==> config.mk <==
export PLATFORM = sky130hd
export DESIGN_NAME = miim_master
export DESIGN_NICKNAME = d
export VERILOG_FILES = /design/src/rtl/miim_master.sv
export SDC_FILE = /design/constraint.sdc
export NUM_CORES = 1
export LEC_CHECK = 0
export ABC_CLOCK_PERIOD_IN_PS = 4300
export CORE_ASPECT_RATIO = 2
export CORE_MARGIN = 5
export CORE_UTILIZATION = 59
export CTS_BUF_LIST = sky130_fd_sc_hd__clkbuf_16
export CTS_CLUSTER_SIZE = 16
export DETAILED_ROUTE_END_ITERATION = 8
export MAX_ROUTING_LAYER = met4
export PLACE_DENSITY = 0.85
export RECOVER_POWER = 50
export SYNTH_ARGS = -nofsm -noshare
export SYNTH_HDL_FRONTEND = slang
export SYNTH_SLANG_ARGS = --single-unit
==> constraint.sdc <==
create_clock -name clk -period 4.3 [get_ports clk]
set_input_delay 0.86 -clock clk [delete_from_list [all_inputs] [get_ports clk]]
set_output_delay 0.86 -clock clk [all_outputs]
set_load 0.03 [all_outputs]
==> src/rtl/miim_master.sv <==
// miim_master
// Clause-22 MDIO/MDC management master. A single-cycle read or write request
// is serialised into a management frame (preamble, ST, OP, PHYAD, REGAD, TA,
// DATA). On reads, the PHY's turnaround bit and data are shifted back in.
//
// Ports:
//   clk, rst            system clock, asynchronous active-high reset
//   miim_phyad/regad    target PHY and register address
//   miim_wrdata         write data
//   miim_wren/rden      one-cycle request pulses (write wins if both are high)
//   busy                high from the cycle after a request through DONE
//   miim_rddata         last read data
//   miim_rddata_valid   one-cycle strobe when miim_rddata updates
//   miim_rderr          last read saw no PHY drive on the second TA bit
//   mdc                 management clock
//   mdio_o/mdio_oe      MDIO drive value / drive enable (1 = master drives)
//   mdio_i              MDIO value seen at the pad
module miim_master #(
  parameter int CLK_DIV      = 10,
  parameter int PREAMBLE_LEN = 32
) (
  input  logic        clk,
  input  logic        rst,
  input  logic [4:0]  miim_phyad,
  input  logic [4:0]  miim_regad,
  input  logic [15:0] miim_wrdata,
  input  logic        miim_wren,
  input  logic        miim_rden,
  output logic        busy,
  output logic [15:0] miim_rddata,
  output logic        miim_rddata_valid,
  output logic        miim_rderr,
  output logic        mdc,
  output logic        mdio_o,
  output logic        mdio_oe,
  input  logic        mdio_i
);

  localparam int N  = PREAMBLE_LEN + 32;
  localparam int DW = (CLK_DIV > 1) ? $clog2(CLK_DIV) : 1;
  localparam logic [DW-1:0] DIV_LAST = DW'(CLK_DIV - 1);
  localparam logic [5:0] PRE      = 6'(PREAMBLE_LEN);
  localparam logic [5:0] BIT_LAST = 6'(N - 1);
  localparam logic [5:0] TA1      = 6'(PREAMBLE_LEN + 14);
  localparam logic [5:0] TA2      = 6'(PREAMBLE_LEN + 15);

  typedef enum logic [1:0] {IDLE, SHIFT, DONE} state_t;

  state_t        state;
  logic [DW-1:0] div_cnt;
  logic [5:0]    bit_cnt;
  logic [5:0]    bit_nxt;
  logic          half_hi;
  logic          is_read;
  logic [31:0]   hdr;       // everything after the preamble, MSB sent first
  logic [15:0]   rx_sr;
  logic          rderr_pending;

  assign bit_nxt = bit_cnt + 6'd1;

  // Frame bit k: preamble ones, then the latched header MSB-first.
  function automatic logic bit_val(input logic [5:0] k, input logic [31:0] h);
    logic [5:0] off;
    off = k - PRE;
    if (k < PRE) return 1'b1;
    return h[5'd31 - off[4:0]];
  endfunction

  // Reads release the bus from the first TA bit onward.
  function automatic logic oe_val(input logic [5:0] k, input logic rd);
    if (!rd) return 1'b1;
    return (k < TA1);
  endfunction

  always_ff @(posedge clk or posedge rst) begin
    if (rst) begin
      state             <= IDLE;
      busy              <= 1'b0;
      mdc               <= 1'b0;
      mdio_o            <= 1'b1;
      mdio_oe           <= 1'b0;
      miim_rddata       <= '0;
      miim_rddata_valid <= 1'b0;
      miim_rderr        <= 1'b0;
      div_cnt           <= '0;
      bit_cnt           <= '0;
      half_hi           <= 1'b0;
      is_read           <= 1'b0;
      hdr               <= '0;
      rx_sr             <= '0;
      rderr_pending     <= 1'b0;
    end else begin
      case (state)
        IDLE: begin
          busy              <= 1'b0;
          mdc               <= 1'b0;
          mdio_o            <= 1'b1;
          mdio_oe           <= 1'b0;
          miim_rddata_valid <= 1'b0;
          if (miim_wren || miim_rden) begin
            is_read       <= ~miim_wren;
            hdr           <= {2'b01, (miim_wren ? 2'b01 : 2'b10), miim_phyad,
                              miim_regad, 2'b10, miim_wrdata};
            state         <= SHIFT;
            busy          <= 1'b1;
            // bit 0 is always a preamble '1', driven as the first low half starts
            mdio_o        <= 1'b1;
            mdio_oe       <= 1'b1;
            div_cnt       <= '0;
            bit_cnt       <= '0;
            half_hi       <= 1'b0;
            rx_sr         <= '0;
            rderr_pending <= 1'b0;
          end
        end

        SHIFT: begin
          // Sample on the last low-half cycle, just before mdc rises.
          if (!half_hi && div_cnt == DIV_LAST && is_read) begin
            if (bit_cnt == TA2)
              rderr_pending <= mdio_i;
            else if (bit_cnt > TA2)
              rx_sr <= {rx_sr[14:0], mdio_i};
          end

          if (div_cnt == DIV_LAST) begin
            div_cnt <= '0;
            if (!half_hi) begin
              half_hi <= 1'b1;
              mdc     <= 1'b1;
            end else begin
              half_hi <= 1'b0;
              mdc     <= 1'b0;
              if (bit_cnt == BIT_LAST) begin
                state   <= DONE;
                mdio_oe <= 1'b0;
                mdio_o  <= 1'b1;
                if (is_read) begin
                  miim_rddata       <= rx_sr;
                  miim_rderr        <= rderr_pending;
                  miim_rddata_valid <= 1'b1;
                end
              end else begin
                bit_cnt <= bit_nxt;
                mdio_o  <= bit_val(bit_nxt, hdr);
                mdio_oe <= oe_val(bit_nxt, is_read);
              end
            end
          end else begin
            div_cnt <= div_cnt + DW'(1);
          end
        end

        DONE: begin
          busy              <= 1'b0;
          mdio_oe           <= 1'b0;
          miim_rddata_valid <= 1'b0;
          state             <= IDLE;
        end

        default: state <= IDLE;
      endcase
    end
  end

endmodule

==> flow_metrics.tcl <==
set metrics [dict create \
    critPathArrivalTime_ps 3410 \
    row_count 42 \
    path_cells "dlygate4sd3_1, o21ai_0, clkbuf_1, mux2_2" \
    worstMarginPinSlew_ps 2209 \
    p_leak_uw 0.001978 \
    grt_max_degree 51 \
    ios 53 \
    clkLatencyLatePin_ps 340 \
    synth-edff-count 0 \
    period_share 0.7420 \
    clock-sinks 81 \
    place_area_um2 4459 \
    cts-resized-gates 0 \
    drcViolationCount 0 \
    synth_nets 366 \
    yosys.cell_count.top_type "dfrtp_1" \
    hp-start "hdr[26]" \
    relSlewSlack -0.4811 \
    syn_to_final_growth_pct 20.11 \
    timing.final.hold_violations 0 \
    ant_nets 0 \
    vias 2617 \
    cp-end-kind "flip-flop" \
    r2r_start "bit_cnt[0]" \
    wl_mm 7.778 \
    postLayoutCellArea_um2 4716 \
    fin_util 0.7179 \
    root_buffer "clkbuf_16" \
    nets 415 \
    fin_ws_ps 1110 \
    netlist_top_cells_count "dfrtp_1, mux2_2, o21ai_0" \
    irDropWorstVdd_v 0.0004536 \
    slew_violations 51 \
    seq_area_um2 2028 \
    grt_overflow_total 0 \
    p_int_uw 1931 \
    fp.dieH_um 125.4 \
    yosys-top-cells-area "dfrtp_1, mux2_2, mux2_4, mux4_2, o21ai_0" \
    path_class "input pin to flip-flop" \
    worstSetupStartpoint "miim_wren" \
    dp_cells 454 \
    cp_max_fo 26 \
    nFillCells 481 \
    status "finished, violations left" \
    p_clk_frac 0.243 \
    place_hpwl_mm 5.506 \
    grt_pass1_vias 2780 \
    grt_pass1_wl_mm 13.01 \
    fmax_mhz 313.4 \
    drt_iter0_drc 151 \
    synth-async-reset-ratio 1.000 \
    swShare 0.3531 \
    place_ws_ps 1302 \
    switchingPower_uw 1054 \
    synth_area_leader_cell "dfrtp_1" \
    grt_use_total 0.2107 \
    ys_seq_area_frac 0.5166 \
    cts_buffers 9 \
    drive_above_1_share 0.2152 \
    syn_area_per_cell_um2 11.97 \
    power.density_nw_per_um2 632.8 \
    cts_hold_buf 0 \
    io_buffers 52 \
    multi_input_area_um2 1659 \
    finalSetupViolCount 0 \
    post_cts_buffers 0 \
    cts_max_path_buffers 2 \
    dieArea_um2 8485 \
    antenna_found_initial 0 \
    gp_congestion 0.8447 \
    ys_types 55 \
    cp-start-kind "input pin" \
    fin_setup_tns_ps 0 \
    routedWlPerCell_um 16.58 \
    cts_tree "built" \
    clkTransAtPathRegs_ps 50 \
    initial_core_util 0.5977 \
    final_cells 469 \
    min_period_ps 3190 \
    seq_power_share 0.383 \
    yosysTopAreaCellShare 0.5099 \
    rsz0062_at_grt "false" \
    violations "max-capacitance violations, max-slew violations" \
    maxCapViolations 1 \
    n_antenna_cell 0 \
    vias_per_cell 5.580 \
    finClkSkew_ps 7.624 \
    ys_ff_latch 81 \
    hold_class "flip-flop to flip-flop" \
    die_w_um 67.69 \
    cp.required_ps 4520 \
    ys.warnings.count 0 \
    synthCells 328 \
    critPathMaxStageDelay_ps 1000 \
    synth-main-ff-cell "dfrtp_1" \
    drt-pass1-iter-count 4 \
    crit_slowest_cell "clkbuf_1" \
    htree_levels 3 \
    combPwrFrac 0.374 \
    fp.coreArea_um2 6569 \
    synth_area_um2 3926 \
]
[worst paths after layout]
path / to / slack (ps) / cells past startpoint
worst max-delay path: hdr[7] / 1110 / 4
worst min-delay path: hdr[26] / 510 / 1
worst max register to register: miim_rddata[9] / 1350 / 6
worst min register to register: hdr[26] / 510 / 1
max in group asynchronous: hdr[24] / 1220 / 3
min in group asynchronous: div_cnt[1] / 1570 / 2
[flip-flops by register name, summed over array words and instances, names as in the netlist]
| signal | cells |
|---|---|
| div_cnt | 4 |
| state | 2 |
| mdio_oe | 1 |
| bit_cnt | 6 |
| miim_rddata_valid | 1 |
| rx_sr | 16 |
| mdio_o | 1 |
| busy | 1 |
| hdr | 29 |
| half_hi | 1 |
| miim_rddata | 16 |
| miim_rderr | 1 |
| rderr_pending | 1 |
| mdc | 1 |
[per-stage QoR]
stage               total power (µW)  hold slack (ps)
finish                          2984            505.3
detailed placement              2268            488.5
global placement                2216            467.8
global route                    3171            521.0
CTS                             3019            505.9
floorplan                       2002            445.4
[layer usage]
layer | share of wire | routed length [µm] | GRT usage
met2 | 0.55 | 4246 | 0.3395
met4 | 0.037 | 286 | 0.1100
met1 | 0.37 | 2863 | 0.2287
met3 | 0.049 | 382 | 0.05835
met5 | 0 | 0 | -
[cell usage in the layout (no fill, tap or decap), types with 7 or more instances in the layout]
cell / Yosys / routed
dfrtp_1: 80 / 80
clkdlybuf4s50_1: 0 / 50
mux2_2: 36 / 36
o21ai_0: 26 / 26
inv_1: 22 / 24
nand3_1: 22 / 22
nor2_1: 13 / 14
nand2_1: 14 / 14
mux2_4: 10 / 10
clkbuf_16: 0 / 9
a21oi_1: 7 / 7
ha_1: 7 / 7
[worst max-delay path, delay by kind of cell]
family                 cells  cell delay (ps)
buffers and inverters      2             1600
AOI/OAI and AO/OA          1              510
muxes                      1              430
[power by group through the flow]
stage | sequential [µW] | combinational [µW] | clock [µW]
6_report | 1140 | 1120 | 727
5_1_grt | 1170 | 1230 | 772
4_1_cts | 1140 | 1140 | 742
3_5_place_dp | 1150 | 1120 | 0
3_3_place_gp | 1130 | 1090 | 0
2_1_floorplan | 1100 | 898 | 0
[logic make-up after synthesis]
kind of cell             synth area share
AO/OA/AOI/OAI                     0.09114
XOR/XNOR                          0.01338
adder cells (fa/ha/maj)           0.02231
buffers and inverters             0.05895
flip-flops                         0.5166
multiplexers                       0.1839
AND/OR/NAND/NOR                    0.1138
[area by class of cell]
class,instances,area share
well taps,88,0.02335
multi-input cells,205,0.3518
clock inverters,6,0.01141
clock buffers,9,0.04776
inverters,23,0.01963
repair buffers,57,0.1159
flip-flops and latches,81,0.4301
Note: power is estimated with default switching activity, not from simulation.
